$ cat src/rtl/cpu_run_ctrl.sv
// Run/step/halt sequencer driving the core's global_en from debug-host commands.
// Optional post-commit PC breakpoint is compiled in with `define RUN_CTRL_BKPT_EN.
module cpu_run_ctrl #(
    parameter int          STEP_W   = 16,
    parameter int          CNT_W    = 32,
    parameter logic [31:0] RESET_PC = 32'h0000_0000
) (
    input  logic              i_clk,
    input  logic              i_rst,          // active low, asynchronous
    input  logic              i_cmd_valid,
    output logic              o_cmd_ready,
    input  logic [1:0]        i_cmd_op,
    input  logic [STEP_W-1:0] i_cmd_arg,
    input  logic [31:0]       i_bkpt_pc,
    input  logic              i_bkpt_en,
    input  logic              i_commit,
    input  logic [31:0]       i_commit_pc,
    input  logic              i_commit_halt,
    output logic              o_global_en,
    output logic              o_busy,
    output logic              o_halted,
    output logic [1:0]        o_stop_cause,
    output logic [31:0]       o_last_pc,
    output logic [CNT_W-1:0]  o_cyc_cnt,
    output logic [CNT_W-1:0]  o_inst_cnt
);
    typedef enum logic [1:0] {S_IDLE, S_RUN, S_STEP, S_HALTED} state_t;

    localparam logic [1:0] OP_RUN  = 2'b01;
    localparam logic [1:0] OP_STEP = 2'b10;
    localparam logic [1:0] OP_STOP = 2'b11;

    localparam logic [1:0] C_NONE = 2'b00;
    localparam logic [1:0] C_CMD  = 2'b01;
    localparam logic [1:0] C_DONE = 2'b10;
    localparam logic [1:0] C_BKPT = 2'b11;

    state_t              r_state;
    logic [STEP_W-1:0]   r_step;
    logic                r_gen;
    logic                r_busy;
    logic                r_halted;
    logic [1:0]          r_cause;
    logic [31:0]         r_last_pc;
    logic [CNT_W-1:0]    r_cyc;
    logic [CNT_W-1:0]    r_inst;

    logic                w_active;
    logic                w_halt_ev;
    logic                w_bkpt_ev;
    logic                w_stop_cmd;
    logic                w_run_cmd;
    logic                w_step_cmd;
    logic [STEP_W-1:0]   w_step_arg;

    // Every command is accepted on the cycle it is offered.
    assign o_cmd_ready = 1'b1;

    assign w_active   = (r_state == S_RUN) || (r_state == S_STEP);
    assign w_halt_ev  = w_active && i_commit && i_commit_halt;
    assign w_stop_cmd = i_cmd_valid && (i_cmd_op == OP_STOP);
    assign w_run_cmd  = i_cmd_valid && (i_cmd_op == OP_RUN);
    assign w_step_cmd = i_cmd_valid && (i_cmd_op == OP_STEP);
    assign w_step_arg = (i_cmd_arg == '0) ? STEP_W'(1) : i_cmd_arg;

`ifdef RUN_CTRL_BKPT_EN
    assign w_bkpt_ev = w_active && i_commit && i_bkpt_en && (i_commit_pc == i_bkpt_pc);
`else
    logic w_unused_bkpt;
    assign w_unused_bkpt = ^{i_bkpt_pc, i_bkpt_en};
    assign w_bkpt_ev     = 1'b0;
`endif

    always_ff @(posedge i_clk or negedge i_rst) begin
        if (!i_rst) begin
            r_state   <= S_IDLE;
            r_step    <= '0;
            r_gen     <= 1'b0;
            r_busy    <= 1'b0;
            r_halted  <= 1'b0;
            r_cause   <= C_NONE;
            r_last_pc <= RESET_PC;
            r_cyc     <= '0;
            r_inst    <= '0;
        end else begin
            if (r_gen)
                r_cyc <= r_cyc + 1'b1;
            if (i_commit) begin
                r_inst    <= r_inst + 1'b1;
                r_last_pc <= i_commit_pc;
            end

            // Stop sources in priority order: halt, breakpoint, STOP, step exhaustion.
            if (w_halt_ev) begin
                r_state  <= S_HALTED;
                r_halted <= 1'b1;
                r_cause  <= C_DONE;
                r_gen    <= 1'b0;
                r_busy   <= 1'b0;
            end else if (w_bkpt_ev) begin
                r_state <= S_IDLE;
                r_cause <= C_BKPT;
                r_gen   <= 1'b0;
                r_busy  <= 1'b0;
            end else begin
                case (r_state)
                    S_IDLE: begin
                        if (w_run_cmd) begin
                            r_state <= S_RUN;
                            r_cause <= C_NONE;
                            r_gen   <= 1'b1;
                            r_busy  <= 1'b1;
                        end else if (w_step_cmd) begin
                            r_state <= S_STEP;
                            r_step  <= w_step_arg;
                            r_cause <= C_NONE;
                            r_gen   <= 1'b1;
                            r_busy  <= 1'b1;
                        end
                    end
                    S_RUN: begin
                        if (w_stop_cmd) begin
                            r_state <= S_IDLE;
                            r_cause <= C_CMD;
                            r_gen   <= 1'b0;
                            r_busy  <= 1'b0;
                        end
                    end
                    S_STEP: begin
                        if (w_stop_cmd) begin
                            r_state <= S_IDLE;
                            r_cause <= C_CMD;
                            r_gen   <= 1'b0;
                            r_busy  <= 1'b0;
                        end else begin
                            // global_en is always high in STEP, so count every cycle.
                            r_step <= r_step - 1'b1;
                            if (r_step == STEP_W'(1)) begin
                                r_state <= S_IDLE;
                                r_cause <= C_DONE;
                                r_gen   <= 1'b0;
                                r_busy  <= 1'b0;
                            end
                        end
                    end
                    S_HALTED: begin
                        if (w_stop_cmd) begin
                            r_state  <= S_IDLE;
                            r_halted <= 1'b0;
                        end
                    end
                    default: begin
                        r_state <= S_IDLE;
                        r_gen   <= 1'b0;
                        r_busy  <= 1'b0;
                    end
                endcase
            end
        end
    end

    assign o_global_en  = r_gen;
    assign o_busy       = r_busy;
    assign o_halted     = r_halted;
    assign o_stop_cause = r_cause;
    assign o_last_pc    = r_last_pc;
    assign o_cyc_cnt    = r_cyc;
    assign o_inst_cnt   = r_inst;

endmodule

$ cat config.mk
export PLATFORM = sky130hd
export DESIGN_NAME = cpu_run_ctrl
export DESIGN_NICKNAME = d
export VERILOG_FILES = /design/src/rtl/cpu_run_ctrl.sv
export SDC_FILE = /design/constraint.sdc
export NUM_CORES = 1
export LEC_CHECK = 0
export BUFFER_PORTS_ARGS = -buffer_cell sky130_fd_sc_hd__buf_4
export CORE_MARGIN = 2
export CORE_UTILIZATION = 50
export CTS_BUF_LIST = sky130_fd_sc_hd__clkbuf_16
export DETAILED_ROUTE_END_ITERATION = 8
export HOLD_SLACK_MARGIN = 0.03
export PLACE_DENSITY = 0.92
export SYNTH_ARGS = -nofsm -noshare
export SYNTH_HDL_FRONTEND = slang
export SYNTH_SLANG_ARGS = --single-unit
$ cat constraint.sdc
create_clock -name i_clk -period 2.25 [get_ports i_clk]
set_input_delay 0.1125 -clock i_clk [delete_from_list [all_inputs] [get_ports i_clk]]
set_output_delay 0.1125 -clock i_clk [all_outputs]
set_load 0.05 [all_outputs]
==> results of run 1 <==
area by class of cell:
class / instances / area (sq um)
Timing Repair Buffer: 207 / 1660
Fill cell: 709 / 2980
Clock buffer: 17 / 425
Clock inverter: 15 / 148
Multi-Input combinational cell: 341 / 2360
Sequential cell: 118 / 2950
Tap cell: 140 / 175
Inverter: 13 / 48.8
critical path, stage by stage (launching register included):
cell	delay (ps)
dfrtp_1	410
ha_1	290
or2_2	320
nor3b_1	210
o22ai_1	240
a21o_1	270
a21o_1	180
layout by cell type (no fill, tap or decap), types with 4 or more instances in the layout:
master / netlist / final
dfrtp_1: 118 / 118
o21ai_0: 14 / 14
nor3_1: 13 / 13
mux2_2: 34 / 34
xnor2_1: 43 / 43
nor4_1: 12 / 11
inv_1: 13 / 17
and3_1: 9 / 9
nand4_1: 16 / 16
clkinv_2: 0 / 4
clkbuf_16: 0 / 17
buf_4: 3 / 168
nor2_1: 24 / 24
a21oi_1: 19 / 19
ha_1: 8 / 8
nand3_1: 26 / 26
and4_1: 6 / 6
o22ai_1: 4 / 4
xor2_1: 20 / 20
nand2_1: 41 / 41
dlygate4sd3_1: 0 / 38
synthesized netlist by cell type (2+ instances only):
library cell / count
or3_1: 2
ha_1: 8
nand4_1: 16
and3_1: 9
o22a_1: 2
o21ai_0: 14
o31ai_1: 2
buf_2: 3
or4_1: 3
nand3_1: 26
a21o_1: 3
nor3_1: 13
and4_1: 6
dfrtp_1: 118
buf_4: 3
inv_1: 13
clkbuf_1: 9
o22ai_1: 4
a21oi_1: 19
nor2b_1: 2
o32ai_1: 3
xnor2_1: 43
nor2_2: 3
mux2_2: 34
a2bb2oi_1: 3
nor2_1: 24
and2_1: 2
nand3b_1: 2
nand2_1: 41
a31oi_1: 3
buf_1: 3
nor4_1: 12
xor2_1: 20
or2_2: 2
and4_2: 2
final timing paths:
path	endpoint	depth (start not counted)	slack [ps]
max	o_busy$_DFFE_PN0P_	6	220
min	r_step[14]$_DFFE_PN0P_	3	50
min reg2reg	o_cyc_cnt[15]$_DFFE_PN0P_	1	490
max reg2reg	o_busy$_DFFE_PN0P_	6	220
min in group asynchronous	o_cyc_cnt[1]$_DFFE_PN0P_	2	300
max in group asynchronous	o_inst_cnt[11]$_DFFE_PN0P_	3	1260
timing repair:
item / in CTS / in global routing
endpoints found under the hold margin: 81 / 0
hold buffers: 38 / 0
resized for setup: 0 / 1
endpoints found under the setup margin: 0 / 1
state kept, by name, summed over array words and instances, names as in the netlist:
register and count:
o_stop_cause 2, o_busy 1, o_cyc_cnt 32, o_inst_cnt 32, o_last_pc 32, r_state 2
r_step 16, o_halted 1
metal layers:
layer | global-route usage, % | vias to the layer above
met2 | 46.4 | 206
met5 | 0 | -
li1 | - | 2152
met1 | 29.4 | 2284
met4 | 10.3 | 0
met3 | 6.81 | 32
metrics by stage:
stage	setup slack (ps)	instance area [sq um]	hold WS, ps	util [%]
6_report	222	7770	47.2	72.3
5_1_grt	54.0	7770	54.7	72.3
4_1_cts	197	7760	31.8	72.3
3_5_place_dp	254	6810	174	63.4
3_3_place_gp	337	6810	170	63.4
2_1_floorplan	25.5	5440	-183	-
power by group:
group	internal, mW	switching, mW	total (mW)
registers	2.51	0.413	2.92
logic	1.08	1.86	2.94
clock network	1.71	0.937	2.64
logic make-up after synthesis:
family / count (synthesis)
buf+inv: 31
xor+xnor: 63
other cells: 1
mux: 34
fa+ha+maj: 8
simple gates: 173
compound gates: 62
flops: 118
==> out/qor.txt, run 1 <==
outcome - completed
Core Region - 10700 sq um
drt wl/cell - 17.6 um
vias in the first global route - 4758
largest family of logic cells by synthesized area - simple AND/OR/NAND/NOR gates
nets - 794
met2 WL - 7.62 mm
clock tree root buffer cell - clkbuf_16
DR top layer - met4
Synth async-reset ratio - 100%
CP Launch Type - register
max frequency - 0.493 GHz
YS warnings - 0
Max VDD drop - 773 uV
IO Port Bufs - 155
DRT iter0 DRCs - 286
diode count - 0
Post-CTS Setup Bufs - 0
io pins - 190
clk buf depth - 2
overall power - 8.50 mW
post-route insts no fill - 851
Rel. slew slack - 58.0%
clock sink count - 118
Synth Area in Compound Gates - 7.18%
largest net degree at the start of global routing - 48
Worst Tran Pin Value - 630 ps
H-tree depth - 4
max-slew violations - 0
Placer Congestion - 0.867
Post-Route WL - 15.0 mm
routed via count - 4674
Area Growth Syn to Fin - 42.9%
worst hold start - i_cmd_arg[14]
total track usage - 25.9%
number of synthesized flops with an enable pin - 0
dpl cells - 781
Detail Route Antenna Nets - 0
TritonCTS clock tree - yes
Top FF cell, synth - dfrtp_1
cell area power density - 1090 nW/um^2
Pleak - 3.68 nW
global route overflow - 0
top cells by area, synth - dfrtp_1, mux2_2, xnor2_1, xor2_1, nand2_1
drt pass-1 iters - 5
Die W - 108 um
Max Cap Violations - 0
final worst path period need - 2030 ps
M1 wire length - 5.89 mm
final setup vio count - 0
Yosys top cell area share - 54.3%
post-synthesis cell count - 490
required time worst endpoint - 2540 ps
Synth Area in Adders - 1.84%
initial antenna violation count - 0
CP max FO - 8
synthesized flop and latch total - 118
cell taking the most area after synthesis - dfrtp_1
CTS Buf Count - 17
Reg-to-Reg Start - r_state[0]$_DFFE_PN0P_
Avg Inst Size Synth - 11.1 sq um
DIE HEIGHT - 108 um
count of different cell masters after synthesis - 53
worst setup path start - r_state[0]$_DFFE_PN0P_
met3 WL post-DR - 1.11 mm
post-synthesis sequential area ratio - 54.3%
first-pass GRT wire length - 23.5 mm
Post-Synth XOR/XNOR Area - 10.1%
Skew-Pair Late Insertion Delay - 400 ps
RSZ-0062 raised after global routing - false
Mapped Nets - 586
Initial Utilization - 50.6%
critical path data arrival time - 2320 ps
clock slew at reported path FFs - 60 ps
DRC viols - 0
Setup CP Type - register to register
final hold vios - 0
Final Skew - 7.83 ps
Post-Synth Simple-Gate Area - 17.0%
Syn Std Cell Area - 5440 sq um
Core Rows - 38
critical path capture point type - register
Die ar. - 11700 sq um
fin crit share - 90.1%
fraction of layout cells with a size suffix above 1 - 33.8%
Vias per Instance - 5.49
mux cell area share after synthesis - 7.04%
min-delay worst type - input port to register
Sum Neg Setup Slack - 0 ps
DP HPWL - 9.54 mm
Note: power is estimated with default switching activity, not from simulation.
==> inputs of run 2 (changes only) <==
--- a/config.mk
+++ b/config.mk
@@ -10,6 +10,7 @@
 export CORE_UTILIZATION = 50
 export CTS_BUF_LIST = sky130_fd_sc_hd__clkbuf_16
 export DETAILED_ROUTE_END_ITERATION = 8
+export GPL_TIMING_DRIVEN = 0
 export HOLD_SLACK_MARGIN = 0.03
 export PLACE_DENSITY = 0.92
 export SYNTH_ARGS = -nofsm -noshare
==> constraint.sdc (replaced) <==
create_clock -name i_clk -period 2.25 [get_ports i_clk]
set_input_delay 0.1125 -clock i_clk [delete_from_list [all_inputs] [get_ports i_clk]]
set_output_delay 0.1125 -clock i_clk [all_outputs]
set_load 0.01 [all_outputs]
==> run 2 against run 1 <==
Clock-buffer cell count did not move. Cell area is 0.23% higher. Non-clock buffer count is 8 higher.
==> out/qor.txt, run 2 (same netlist as run 1, synthesis figures left out) <==
outcome - completed (unchanged)
fin util - 72.5% (was 72.3%)
Die ar. - 11700 sq um (unchanged)
clk buf depth - 2 (unchanged)
TritonCTS clock tree - yes (unchanged)
Max VDD drop - 615 uV (was 773 uV)
CP cell instances - inv_1 > ha_1 > nor3b_4 > nand2_1 > or4_1 > a21oi_1 > a2bb2oi_1 (was ha_1 > or2_2 > nor3b_1 > o22ai_1 > a21o_1 > a21o_1)
total track usage - 25.1% (was 25.9%)
final worst path period need - 2080 ps (was 2030 ps)
CP Launch Type - register (unchanged)
WHS Endpoint - r_step[4]$_DFFE_PN0P_ (was r_step[14]$_DFFE_PN0P_)
nets - 802 (was 794)
largest net degree at the start of global routing - 119 (was 48)
Setup CP Type - register to register (unchanged)
FF-to-FF setup slack - 170 ps (was 220 ps)
critical path capture point type - register (unchanged)
Sum Neg Setup Slack - 0 ps (unchanged)
Initial Utilization - 50.6% (unchanged)
Rel. slew slack - 57.4% (was 58.0%)
global route overflow - 0 (unchanged)
combinational power share - 29.6% (was 34.6%)
Worst Tran Pin Value - 633 ps (was 630 ps)
drt pass-1 iters - 5 (unchanged)
critical path data arrival time - 2400 ps (was 2320 ps)
CTS Buf Count - 17 (unchanged)
io pins - 190 (unchanged)
overall power - 7.73 mW (was 8.50 mW)
R2R cell count - 7 (was 6)
initial antenna violation count - 1 (was 0)
final hold vios - 0 (unchanged)
Min Hold Slack - 45.5 ps (was 47.2 ps)
clock tree root buffer cell - clkbuf_16 (unchanged)
fraction of layout cells with a size suffix above 1 - 33.4% (was 33.8%)
CP max FO - 6 (was 8)
max frequency - 0.482 GHz (was 0.493 GHz)
RSZ-0062 raised after global routing - false (unchanged)
drt wl/cell - 17.0 um (was 17.6 um)
Worst path slowest cell - or4_1 (was dfrtp_1)
clock sink count - 118 (unchanged)
cell area power density - 992 nW/um^2 (was 1090 nW/um^2)
commonest cells after routing, fill and taps aside - buf_4, dfrtp_1, xnor2_1, nand2_1, dlygate4sd3_1 (unchanged)
fill count - 729 (was 709)
Detail Route Antenna Nets - 0 (unchanged)
Max Cap Violations - 0 (unchanged)
DRC viols - 0 (unchanged)
Vias per Instance - 5.48 (was 5.49)
final setup vio count - 0 (unchanged)
DP HPWL - 9.40 mm (was 9.54 mm)
Psw - 2.56 mW (was 3.21 mW)
Skew-Pair Late Insertion Delay - 410 ps (was 400 ps)
P_int - 5.17 mW (was 5.29 mW)
Pleak - 3.67 nW (was 3.68 nW)
capturing point of the worst reg2reg path - r_step[12]$_DFFE_PN0P_ (was o_busy$_DFFE_PN0P_)
required time worst endpoint - 2570 ps (was 2540 ps)
H-tree depth - 4 (unchanged)
max incr delay on CP - 460 ps (was 410 ps)
vias in the first global route - 4728 (was 4758)
Clock Power Share - 32.3% (was 31.1%)
Die W - 108 um (unchanged)
max-slew violations - 0 (unchanged)
Sw Ratio - 33.1% (was 37.7%)
Area Growth Syn to Fin - 43.2% (was 42.9%)
routed via count - 4710 (was 4674)
fin crit share - 92.2% (was 90.1%)
Post-Route WL - 14.6 mm (was 15.0 mm)
DIE HEIGHT - 108 um (unchanged)
DRT iter0 DRCs - 318 (was 286)
IO Port Bufs - 155 (unchanged)
Seq pwr share - 38.0% (was 34.3%)
commonest non-fill, non-tap cell in the layout - buf_4 (unchanged)
Reg-to-Reg Start - r_step[1]$_DFFE_PN0P_ (was r_state[0]$_DFFE_PN0P_)
worst hold start - i_cmd_arg[4] (was i_cmd_arg[14])
clock slew at reported path FFs - 60 ps (about the same)
first-pass GRT wire length - 22.8 mm (was 23.5 mm)
Core Region - 10700 sq um (unchanged)
Core Rows - 38 (unchanged)
min-delay worst type - input port to register (unchanged)
Placer Congestion - 0.894 (was 0.867)
Final Skew - 9.57 ps (was 7.83 ps)
Worst Hold Depth - 3 (unchanged)
## run 2: per-layer routing
layer | wire length (um) | vias to the layer above | GRT usage (%) | share of wire [%]
met3 | 1140 | 28 | 7.90 | 7.8
met5 | 0 | - | 0 | 0
met1 | 5830 | 2300 | 29.7 | 40
met2 | 7340 | 215 | 42.3 | 50
li1 | - | 2167 | - | -
met4 | 281 | 0 | 10.6 | 1.9
## run 2: power by group through the flow
stage	Clock (mW)	Sequential [mW]	Combinational (mW)
after floorplan	0	2.95	1.25
after global placement	0	2.91	2.05
after detailed placement	0	2.94	2.14
after CTS	2.54	2.91	2.21
after global routing	2.66	2.99	2.53
final	2.50	2.94	2.29
## run 2: cell type report
| class | instances | area [sq um] | area share [%] |
|---|---|---|---|
| diodes | 1 | 2.50 | 0.0321 |
| clock buffers | 17 | 425 | 5.46 |
| repair buffers | 197 | 1600 | 20.5 |
| plain buffers | 18 | 85.1 | 1.09 |
| well taps | 140 | 175 | 2.25 |
| multi-input cells | 341 | 2380 | 30.6 |
| inverters | 13 | 48.8 | 0.627 |
| flip-flops and latches | 118 | 2950 | 37.9 |
| clock inverters | 14 | 119 | 1.53 |
## run 2: how the worst max path moves through the flow
stage,from,to,slack (ps),depth (start not counted)
after floorplan,o_busy$_DFFE_PN0P_,o_cyc_cnt[26]$_DFFE_PN0P_,370,6
after global placement,r_state[0]$_DFFE_PN0P_,r_step[3]$_DFFE_PN0P_,-10,7
after detailed placement,r_state[0]$_DFFE_PN0P_,r_step[1]$_DFFE_PN0P_,-60,7
after CTS,r_state[0]$_DFFE_PN0P_,r_step[0]$_DFFE_PN0P_,9,8
after global routing,o_inst_cnt[0]$_DFFE_PN0P_,o_inst_cnt[14]$_DFFE_PN0P_,10,6
final,r_step[1]$_DFFE_PN0P_,r_step[12]$_DFFE_PN0P_,170,7
## run 2: per-stage QoR
| step | cells | worst slack [ps] | cell area, sq um |
|---|---|---|---|
| after CTS | 853 | 9.42 | 7700 |
| after detailed placement | 785 | -55.4 | 6780 |
| after global routing | 859 | 14.8 | 7790 |
| after global placement | 785 | -14.2 | 6780 |
| final | 859 | 175 | 7790 |
| after floorplan | 490 | 367 | 5440 |
## run 2: repair_timing
| action | 4_1_cts | 5_1_grt |
|---|---|---|
| endpoints found under the hold margin | 37 | 36 |
| pin swaps | 0 | 0 |
| setup endpoints to repair | 10 | 14 |
| buffers inserted | 0 | 3 |
| gates resized for setup | 2 | 6 |
| gates cloned | 0 | 0 |
| hold buffers | 37 | 1 |
## run 2: worst max-delay path, delay by kind of cell, from the launching register on
kind / cells / cell delay (ps)
AO/OA/AOI/OAI: 2 / 320
flip-flops: 1 / 430
adder cells (fa/ha/maj): 1 / 200
AND/OR/NAND/NOR: 3 / 950
buffers and inverters: 1 / 110
==> inputs of run 3 (changes only) <==
--- a/config.mk
+++ b/config.mk
@@ -6,13 +6,16 @@
 export NUM_CORES = 1
 export LEC_CHECK = 0
 export BUFFER_PORTS_ARGS = -buffer_cell sky130_fd_sc_hd__buf_4
+export CELL_PAD_IN_SITES_DETAIL_PLACEMENT = 0
+export CELL_PAD_IN_SITES_GLOBAL_PLACEMENT = 2
 export CORE_MARGIN = 2
-export CORE_UTILIZATION = 50
+export CORE_UTILIZATION = 31
 export CTS_BUF_LIST = sky130_fd_sc_hd__clkbuf_16
 export DETAILED_ROUTE_END_ITERATION = 8
 export GPL_TIMING_DRIVEN = 0
 export HOLD_SLACK_MARGIN = 0.03
-export PLACE_DENSITY = 0.92
+export PLACE_DENSITY_LB_ADDON = 0.1
+export SETUP_SLACK_MARGIN = 0.1
 export SYNTH_ARGS = -nofsm -noshare
 export SYNTH_HDL_FRONTEND = slang
 export SYNTH_SLANG_ARGS = --single-unit
==> run 3 against run 2 <==
Non-clock buffer count up 4. Total power up 3.7%. Die area up 59%. Wire length down 1.5%. Critical path depth down 1. Sequential power about the same. Clock power up 10%. First-iteration DRC count down 28%. Maximum frequency up 2.6%. Sequential share of layout area down 1.1 points. Register-to-register slack better by 50 ps.
==> out/qor.txt, run 3 (same netlist as run 1, synthesis figures left out) <==
worst hold start - i_cmd_arg[6] (was i_cmd_arg[4])
TritonCTS clock tree - yes (unchanged)
Post-Route WL - 14.4 mm (was 14.6 mm)
clock tree root buffer cell - clkbuf_16 (unchanged)
max frequency - 0.495 GHz (was 0.482 GHz)
Rel. slew slack - 58.8% (was 57.4%)
Core Region - 17200 sq um (was 10700 sq um)
global route overflow - 0 (unchanged)
Worst Setup Slack, final - 228 ps (was 175 ps)
DP HPWL - 10.1 mm (was 9.40 mm)
FF-to-FF setup slack - 230 ps (was 170 ps)
met3 WL post-DR - 892 um (was 1.14 mm)
first-pass GRT wire length - 22.6 mm (was 22.8 mm)
max-slew violations - 0 (unchanged)
CP max FO - 7 (was 6)
fin util - 46.5% (was 72.5%)
DRT iter0 DRCs - 228 (was 318)
Core Rows - 48 (was 38)
CP Launch Type - register (unchanged)
Pleak - 3.75 nW (was 3.67 nW)
Vias per Instance - 4.74 (was 5.48)
required time worst endpoint - 2580 ps (was 2570 ps)
M1 wire length - 6.63 mm (was 5.83 mm)
IO Port Bufs - 155 (unchanged)
Final Skew - 10.0 ps (was 9.57 ps)
Placement Cell Area - 6910 sq um (was 6780 sq um)
min-delay worst type - input port to register (unchanged)
Worst path slowest cell - or4b_4 (was or4_1)
RSZ-0062 raised after global routing - true (was false)
commonest cells after routing, fill and taps aside - buf_4, dfrtp_1, dlygate4sd3_1, xnor2_1, nand2_1 (was buf_4, dfrtp_1, xnor2_1, nand2_1, dlygate4sd3_1)
Sum Neg Setup Slack - 0 ps (unchanged)
Detail Route Antenna Nets - 0 (unchanged)
drt wl/cell - 15.2 um (was 17.0 um)
fin crit share - 89.9% (was 92.2%)
routed via count - 4491 (was 4710)
WHS Endpoint - r_step[6]$_DFFE_PN0P_ (was r_step[4]$_DFFE_PN0P_)
Setup CP Type - register to register (unchanged)
capturing point of the worst reg2reg path - o_cyc_cnt[26]$_DFFE_PN0P_ (was r_step[12]$_DFFE_PN0P_)
vias in the first global route - 4528 (was 4728)
Worst Hold Depth - 3 (unchanged)
H-tree depth - 4 (unchanged)
Skew-Pair Late Insertion Delay - 410 ps (about the same)
Placer Congestion - 0.778 (was 0.894)
critical path capture point type - register (unchanged)
overall power - 8.01 mW (was 7.73 mW)
Area Growth Syn to Fin - 47.5% (was 43.2%)
Die ar. - 18600 sq um (was 11700 sq um)
pre-CTS setup slack - -273 ps (was -55.4 ps)
fraction of layout cells with a size suffix above 1 - 34.2% (was 33.4%)
clk buf depth - 2 (unchanged)
Worst Tran Pin Value - 618 ps (was 633 ps)
CTS Buf Count - 17 (unchanged)
DIE HEIGHT - 136 um (was 108 um)
final hold vios - 0 (unchanged)
DRC viols - 0 (unchanged)
DR top layer - met4 (unchanged)
clock sink count - 118 (unchanged)
nets - 806 (was 802)
io pins - 190 (unchanged)
final setup vio count - 0 (unchanged)
final worst path period need - 2020 ps (was 2080 ps)
Max VDD drop - 527 uV (was 615 uV)
max incr delay on CP - 540 ps (was 460 ps)
commonest non-fill, non-tap cell in the layout - buf_4 (unchanged)
Reg-to-Reg Start - o_busy$_DFFE_PN0P_ (was r_step[1]$_DFFE_PN0P_)
cell area power density - 999 nW/um^2 (was 992 nW/um^2)
cell family with most CP delay - simple AND/OR/NAND/NOR gates (unchanged)
initial antenna violation count - 0 (was 1)
post-route insts no fill - 947 (was 859)
outcome - completed (unchanged)
Initial Utilization - 31.5% (was 50.6%)
clock slew at reported path FFs - 50 ps (was 60 ps)
diode count - 0 (was 1)
CP cell instances - buf_4 > and4_1 > and4_2 > or4b_4 > nor2_2 > xor2_1 (was inv_1 > ha_1 > nor3b_4 > nand2_1 > or4_1 > a21oi_1 > a2bb2oi_1)
total track usage - 15.7% (was 25.1%)
R2R cell count - 6 (was 7)
Finished Cell Area - 8020 sq um (was 7790 sq um)
critical path data arrival time - 2350 ps (was 2400 ps)
Max Cap Violations - 0 (unchanged)
buffer and inverter count on the worst path - 1 (unchanged)
Die W - 136 um (was 108 um)
Min Hold Slack - 42.4 ps (was 45.5 ps)
dpl cells - 871 (was 785)
largest net degree at the start of global routing - 83 (was 119)
drt pass-1 iters - 4 (was 5)
met2 WL - 6.63 mm (was 7.34 mm)
run 3: changes by cell type in the layout (fill, tap and decap cells not counted), moves of 2 or more:
| cell | previous run | this run |
|---|---|---|
| clkbuf_1 | 7 | 4 |
| bufinv_16 | 2 | 4 |
| clkbuf_2 | 2 | 5 |
| dlygate4sd3_1 | 38 | 44 |
| clkinv_1 | 5 | 2 |
| inv_1 | 14 | 16 |
| buf_4 | 160 | 158 |
| nor4_1 | 11 | 9 |
| buf_1 | 3 | 1 |
| clkbuf_4 | 0 | 2 |
run 3: layer usage:
metal  global-route usage (%)  vias to the layer above
li1                         -                     2191
met1                     20.3                     2141
met2                     24.3                      141
met3                     4.77                       18
met4                     6.54                        0
met5                        0                        -
run 3: worst reg2reg max path, delay by kind of cell (launching register included):
kind | cells | cell delay, ps
buffers and inverters | 1 | 170
AND/OR/NAND/NOR | 4 | 1250
XOR/XNOR | 1 | 150
flip-flops | 1 | 380
run 3: repair_timing:
action	in CTS	in global routing
setup buffers	1	0
resized for setup	6	17
cloned	0	0
setup endpoints to repair	16	32
hold endpoints to repair	78	0
hold buffers	44	0
run 3: worst max path at each step:
stage                                   start                          to  slack, ps  depth (start not counted)
floorplan                  o_busy$_DFFE_PN0P_   o_cyc_cnt[26]$_DFFE_PN0P_        370                          6
global placement       r_state[0]$_DFFE_PN0P_       r_step[3]$_DFFE_PN0P_       -240                          7
detailed placement     r_state[0]$_DFFE_PN0P_       r_step[3]$_DFFE_PN0P_       -270                          7
CTS                 o_inst_cnt[0]$_DFFE_PN0P_  o_inst_cnt[18]$_DFFE_PN0P_        140                          6
global route            r_step[0]$_DFFE_PN0P_      r_step[12]$_DFFE_PN0P_         30                          7
finish                     o_busy$_DFFE_PN0P_   o_cyc_cnt[26]$_DFFE_PN0P_        230                          6
run 3: report_power, final:
part | switching [mW] | leakage, nW | internal [mW]
logic | 1.23 | 1.94 | 1.09
registers | 0.428 | 1.50 | 2.51
clock network | 0.939 | 0.305 | 1.82
run 3: final cells by class:
type / instances / area (sq um)
Clock inverter: 14 / 168
Timing Repair Buffer: 201 / 1640
Clock buffer: 17 / 425
Sequential cell: 118 / 2950
Tap cell: 225 / 282
Multi-Input combinational cell: 341 / 2400
Buffer: 18 / 96.3
Inverter: 13 / 48.8
Fill cell: 1620 / 9220
